--- config.mk ---
export PLATFORM = sky130hd
export DESIGN_NAME = fetch_sequencer
export DESIGN_NICKNAME = d
export VERILOG_FILES = /design/src/rtl/fetch_pkg.sv /design/src/rtl/phase_counter.sv /design/src/rtl/fetch_sequencer.sv
export SDC_FILE = /design/constraint.sdc
export NUM_CORES = 1
export LEC_CHECK = 0
export BUFFER_PORTS_ARGS = -buffer_cell sky130_fd_sc_hd__buf_2
export CELL_PAD_IN_SITES_DETAIL_PLACEMENT = 1
export CELL_PAD_IN_SITES_GLOBAL_PLACEMENT = 1
export CORE_AREA = 2 2 67 69
export CTS_BUF_LIST = sky130_fd_sc_hd__clkbuf_8 sky130_fd_sc_hd__clkbuf_16
export DETAILED_ROUTE_END_ITERATION = 8
export DIE_AREA = 0 0 69 71
export PLACE_DENSITY = 0.8
export SETUP_SLACK_MARGIN = 0.02
export SKIP_LAST_GASP = 1
export SYNTH_ARGS = -nofsm -noshare
export SYNTH_HDL_FRONTEND = slang
export SYNTH_SLANG_ARGS = --single-unit
--- constraint.sdc ---
create_clock -name clk -period 1.7 [get_ports clk]
set_clock_uncertainty 0.05 [all_clocks]
set_input_delay 0.17 -clock clk [delete_from_list [all_inputs] [get_ports clk]]
set_output_delay 0.17 -clock clk [all_outputs]
set_load 0.05 [all_outputs]
--- src/rtl/fetch_pkg.sv ---
// Shared types and helpers for the instruction fetch sequencer.
package fetch_pkg;

  typedef enum logic {
    StFetch = 1'b0,
    StExec  = 1'b1
  } fetch_state_e;

  // Width of a phase index for the given phase count (at least one bit).
  function automatic int unsigned phase_w(input int unsigned nphase);
    return (nphase < 2) ? 1 : $clog2(nphase);
  endfunction

endpackage

--- src/rtl/phase_counter.sv ---
// Phase index within an instruction: restarts at 1 on fetch completion,
// advances while execution is not stalled, and wraps to 0 after the last phase.
module phase_counter
  import fetch_pkg::*;
#(
  parameter int unsigned NPHASE = 2
) (
  input  logic                          clk,
  input  logic                          Rst,
  input  logic                          start,
  input  logic                          advance,
  output logic [phase_w(NPHASE)-1:0]    phase,
  output logic                          last
);

  localparam int unsigned PW = phase_w(NPHASE);
  localparam logic [PW-1:0] LastPhase = PW'(NPHASE - 1);

  always_ff @(posedge clk or posedge Rst) begin
    if (Rst) begin
      phase <= '0;
    end else if (start) begin
      phase <= PW'(1);
    end else if (advance) begin
      phase <= last ? '0 : phase + PW'(1);
    end
  end

  assign last = (phase == LastPhase);

endmodule

--- src/rtl/fetch_sequencer.sv ---
// Microcoded instruction fetch sequencer: one fetch phase that waits for memory,
// then NPHASE-1 stallable execute phases, with an optional branch on the last one.
module fetch_sequencer
  import fetch_pkg::*;
#(
  parameter int unsigned       ADDR_W    = 12,
  parameter int unsigned       WORD_W    = 8,
  parameter int unsigned       OPC_W     = 4,
  parameter int unsigned       NPHASE    = 2,
  parameter logic [ADDR_W-1:0] RESET_VEC = '0
) (
  input  logic                        clk,
  input  logic                        Rst,
  output logic                        mem_req,
  output logic [ADDR_W-1:0]           mem_addr,
  input  logic [WORD_W-1:0]           mem_data,
  input  logic                        mem_valid,
  input  logic                        load_pc,
  input  logic [ADDR_W-1:0]           newaddr,
  input  logic                        stall,
  output logic [ADDR_W-1:0]           pc,
  output logic [OPC_W-1:0]            instr,
  output logic [WORD_W-OPC_W-1:0]     operand,
  output logic [phase_w(NPHASE)-1:0]  phase,
  output logic                        exec_en,
  output logic                        instr_valid
);

  fetch_state_e state;
  logic         fetch_done;
  logic         advance;
  logic         last;

  assign fetch_done = (state == StFetch) && mem_valid;
  assign advance    = (state == StExec) && !stall;

  phase_counter #(
    .NPHASE (NPHASE)
  ) u_phase_counter (
    .clk     (clk),
    .Rst     (Rst),
    .start   (fetch_done),
    .advance (advance),
    .phase   (phase),
    .last    (last)
  );

  always_ff @(posedge clk or posedge Rst) begin
    if (Rst) begin
      state       <= StFetch;
      pc          <= RESET_VEC;
      instr       <= '0;
      operand     <= '0;
      instr_valid <= 1'b0;
    end else begin
      unique case (state)
        StFetch: begin
          if (mem_valid) begin
            instr       <= mem_data[WORD_W-1 -: OPC_W];
            operand     <= mem_data[WORD_W-OPC_W-1:0];
            instr_valid <= 1'b1;
            pc          <= pc + ADDR_W'(1);
            state       <= StExec;
          end
        end
        StExec: begin
          // Branches are only honoured on the final unstalled execute phase.
          if (advance && last) begin
            state <= StFetch;
            if (load_pc) pc <= newaddr;
          end
        end
      endcase
    end
  end

  // Request is masked by reset so memory sees no fetch while the core is held.
  assign mem_req  = (state == StFetch) && !Rst;
  assign mem_addr = pc;
  assign exec_en  = advance;

endmodule

# == Word-level counts from Yosys, hierarchy flattened ==
# Cells that the tools add are included.
# op_classes
addsub,2
n_div,0
reduce_logical,9
shifts,0
mul,0
eq_ne,3
bitwise,1
muxes,10
order_cmp,0
# op_table
op,n
two-way mux 12 bit,3
one-hot mux 12 bit (2 select lines),1
"adder 12 x 1 -> 12 bit, second input constant",1
two-way mux 1 bit,5
logical AND 1 bit,4
"inequality test 2 bit, second input constant",2
AND reduction 3 bit,1
logical NOT 1 bit,2
"inequality test 2 x 1 -> 1 bit, second input constant",1
one-hot mux 1 bit (2 select lines),1
AND reduction 2 bit,1
nonzero test 2 bit,1
"adder 1 bit, second input constant",1
inverter 1 bit,1
# word_totals
rom_bits,0
wordCells,31
in_bits,25
output_inout_bits,36
memories,0
regBits,23
latchBits,0
ramBits,0

# == Longest topological paths before layout ==
# depth
ltp_word,5
ltp_mapped,5
ltp_nobuf,5

# == Cells and area by module ==
# From an unflattened synthesis, not the netlist that was laid out.
# unflattened
cells_unflattened,148
area_unflattened_um2,1278.7
# by_module_without_submodules
module,cells_each,area_per_inst_um2,n_inst,seq_area_each_um2
fetch_sequencer,143,1227.4,1,550.5
phase_counter,5,51.3,1,25.0

# == Worst setup path after synthesis ==
# Ideal clock, no wire load.
# synth_timing
path_kind,reg2reg
from,reg pc[0] (netlist: mem_addr[0])
to,reg pc[10] (netlist: mem_addr[10])
setup_ns,0.120
path_stages_with_launch,6
arrival_ns,1.661
required_time_ns,1.530
setup_slack_ns,-0.131
path_buffers,0
synth_period_minus_slack_ns,1.831
path_cell_list,dfrtp_1 ha_1 nand4_1 nor4_1 o21ai_0 o211a_1
# synth_between
elab_chain_len,3
# synth_rtl
element,line,source
start: declaration,fetch_sequencer.sv:21,"output logic [ADDR_W-1:0] pc,"
start signal: assignment,fetch_sequencer.sv:62,pc <= pc + ADDR_W'(1);
start signal: assignment,fetch_sequencer.sv:70,if (load_pc) pc <= newaddr;
adder 12 x 1 -> 12 bit,fetch_sequencer.sv:62,
two-way mux 12 bit,fetch_sequencer.sv:58,if (mem_valid) begin
one-hot mux 12 bit (2 select lines),fetch_sequencer.sv:56,unique case (state)
# No other way between the ends. The select of a mux whose other input is x is not followed.
# A chain may end at the register's enable or synchronous reset.

# == Worst setup path after layout ==
# layout_timing
from,reg pc[0] (netlist: mem_addr[0])
to,reg pc[8] (netlist: mem_addr[8])
# The elaborated chain is that of the path after synthesis.

==> flow_metrics.tcl <==
set metrics [dict create \
    outcome "complete, no violations" \
    clkSinkCount 23 \
    cp-start-kind "flip-flop" \
    cts_tree "done" \
    cts_buffer_depth 2 \
    cts-buffers-inserted 3 \
    relSlewSlack_pct 58.0 \
    detail_route.wl_per_cell_um 14.4 \
    synth_top_area_share_pct 44.7 \
    firstDrtPassIters 4 \
    initial_core_util_pct 30.6 \
    area_growth_pct 33.3 \
    grt_pass1_wl_um 6110 \
    grt-ovfl-total 0 \
    register_area_um2 583 \
    critPathKind "reg2reg" \
    drtAntennaViolNets 0 \
    grt_max_degree 21 \
    multi_input_area_um2 587 \
    hold_viol 0 \
    synth_area_um2 1290 \
    synth_area_leaders "dfrtp_1, nand2_1, buf_4, mux2i_1, nor3_1" \
    synth_seq_cells 23 \
    clk_latency_ps 270 \
    ys_seq_area_share_pct 44.7 \
    drv_cap 0 \
    nets 237 \
    finalWeightedCongestion 0.761 \
    cp.required_ps 1810 \
    drc_errors 0 \
    cts_root_buf "clkbuf_8" \
    die_h_um 71 \
    dieArea_um2 4900 \
    nFillCells 534 \
    wirelength_um 3770 \
    timing.fmax_mhz 613 \
    first_iter_violations 52 \
    synth_nets 174 \
    grt_pass1_vias 1278 \
    ys_types 37 \
    syn_inst 148 \
    grt_antenna_before_repair 0 \
    dp_cells 252 \
    viasPerCell 4.93 \
    mostFrequentLayoutCells "buf_2, nand2_1, dfrtp_1" \
    drive_gt1_share_pct 43.3 \
    yosys.area.top_type "dfrtp_1" \
    clkSlewWorstSetupHoldPaths_ps 90 \
    diodes 0 \
    io_buffers 60 \
    hold_depth 3 \
    coreArea_um2 4200 \
    fin_cells 262 \
    post-route-period-util_pct 95.9 \
    fin_crit_ps 1630 \
    vias 1291 \
    end_kind "flip-flop" \
    setup-violations-final 0 \
    num_rows 24 \
    cts-htree-levels 1 \
    cp_max_fo 6 \
    critPathArrivalTime_ps 1750 \
    r2r_cells 6 \
    rsz0062_at_grt "true" \
    drv_slew 0 \
    hold_class "in2reg" \
    io_pins 61 \
    fp.dieW_um 69 \
    gr-usage-all-layers_pct 15.2 \
    worst_pin_slew_ps 629 \
    yosysWarnings 0 \
    syn_avg_cell_area_um2 8.69 \
    layout_commonest_cell "buf_2" \
    hpwlAfterDp_um 2790 \
]
worst max-delay path, cell delays in order, from the launching register on:
cell     delay (ps)
dfrtp_2         420
ha_2            210
nand4_1         260
buf_4           240
nor2_2          120
and3_1          170
nor3_1           50
layout make-up:
type	count	share of cell area, %
Clock buffer	3	2.41
Clock inverter	1	0.292
Inverter	4	0.876
Multi-Input combinational cell	104	34.2
Sequential cell	23	34.0
Tap cell	52	3.80
Timing Repair Buffer	75	24.4
logic make-up (layout without fill, tap and decap cells):
family          after synthesis  count (layout)  synth area share, %
simple gates                 74              74                 29.0
compound gates               25              25                 12.2
flops                        23              23                 44.7
buf+inv                      21              83                 10.0
mux                           4               4                 3.11
fa+ha+maj                     1               1                0.973
sequential cells by signal, indices dropped and copies added, names as in the netlist:
| signal | cells |
|---|---|
| mem_addr | 12 |
| instr | 4 |
| u_phase_counter.last | 1 |
| instr_valid | 1 |
| state | 1 |
| operand | 4 |
final timing paths:
kind / start / endpoint / slack, ps
setup / recovery: mem_addr[0]$_DFFE_PP0P_ / mem_addr[8]$_DFFE_PP0P_ / 70
hold reg to reg: instr_valid$_DFFE_PP0P_ / instr_valid$_DFFE_PP0P_ / 420
max in group asynchronous: Rst / state$_DFF_PP0_ / 590
hold / removal: mem_data[7] / instr[3]$_DFFE_PP0P_ / 30
min in group asynchronous: Rst / mem_addr[8]$_DFFE_PP0P_ / 480
setup reg to reg: mem_addr[0]$_DFFE_PP0P_ / mem_addr[8]$_DFFE_PP0P_ / 70
through the flow:
| step | setup TNS [ps] | instance area [um^2] | util [%] | hold slack [ps] | setup WS [ps] |
|---|---|---|---|---|---|
| floorplan | 0 | 1290 | - | 122 | 29.4 |
| global placement | 0 | 1610 | 38.4 | 241 | 148 |
| detailed placement | 0 | 1610 | 38.4 | 243 | 80.1 |
| CTS | 0 | 1670 | 39.7 | 34.4 | 70.3 |
| global route | -34.6 | 1710 | 40.8 | 31.2 | -28.8 |
| finish | 0 | 1710 | 40.8 | 28.5 | 69.4 |
layer usage:
| metal | wire [um] | global-route usage (%) | vias to the layer above |
|---|---|---|---|
| li1 | - | - | 633 |
| met1 | 1630 | 18.7 | 617 |
| met2 | 1920 | 27.0 | 34 |
| met3 | 190 | 3.70 | 7 |
| met4 | 38 | 3.27 | 0 |
| met5 | 0 | 0 | - |
repair_timing:
action / in CTS / in global routing
setup endpoints to repair: 0 / 2
hold endpoints to repair: 14 / 0
hold buffers: 1 / 0
buffers inserted: 0 / 5
gates resized for setup: 0 / 3
synthesized netlist by cell type:
master	instances
a211oi_1	1
a21oi_1	7
a311oi_1	1
a31oi_1	1
a41oi_1	1
and3_1	1
and4b_1	1
buf_2	4
buf_4	12
clkbuf_1	1
dfrtp_1	23
ha_1	1
inv_1	4
mux2i_1	4
nand2_1	32
nand2b_1	2
nand3_1	6
nand3_2	1
nand4_1	1
nand4_2	1
nand4b_1	1
nor2_1	10
nor2_2	1
nor2b_1	2
nor3_1	8
nor3b_1	1
nor4_1	2
nor4_2	2
nor4b_1	1
o211a_1	1
o21a_1	1
o21ai_0	8
o22ai_1	1
o2bb2ai_1	1
o311a_1	1
o31ai_1	1
or3_1	1
Power is left out: the tool's default activity adds up to more than one toggle a clock period on the data nets, which glitch-free logic cannot reach.
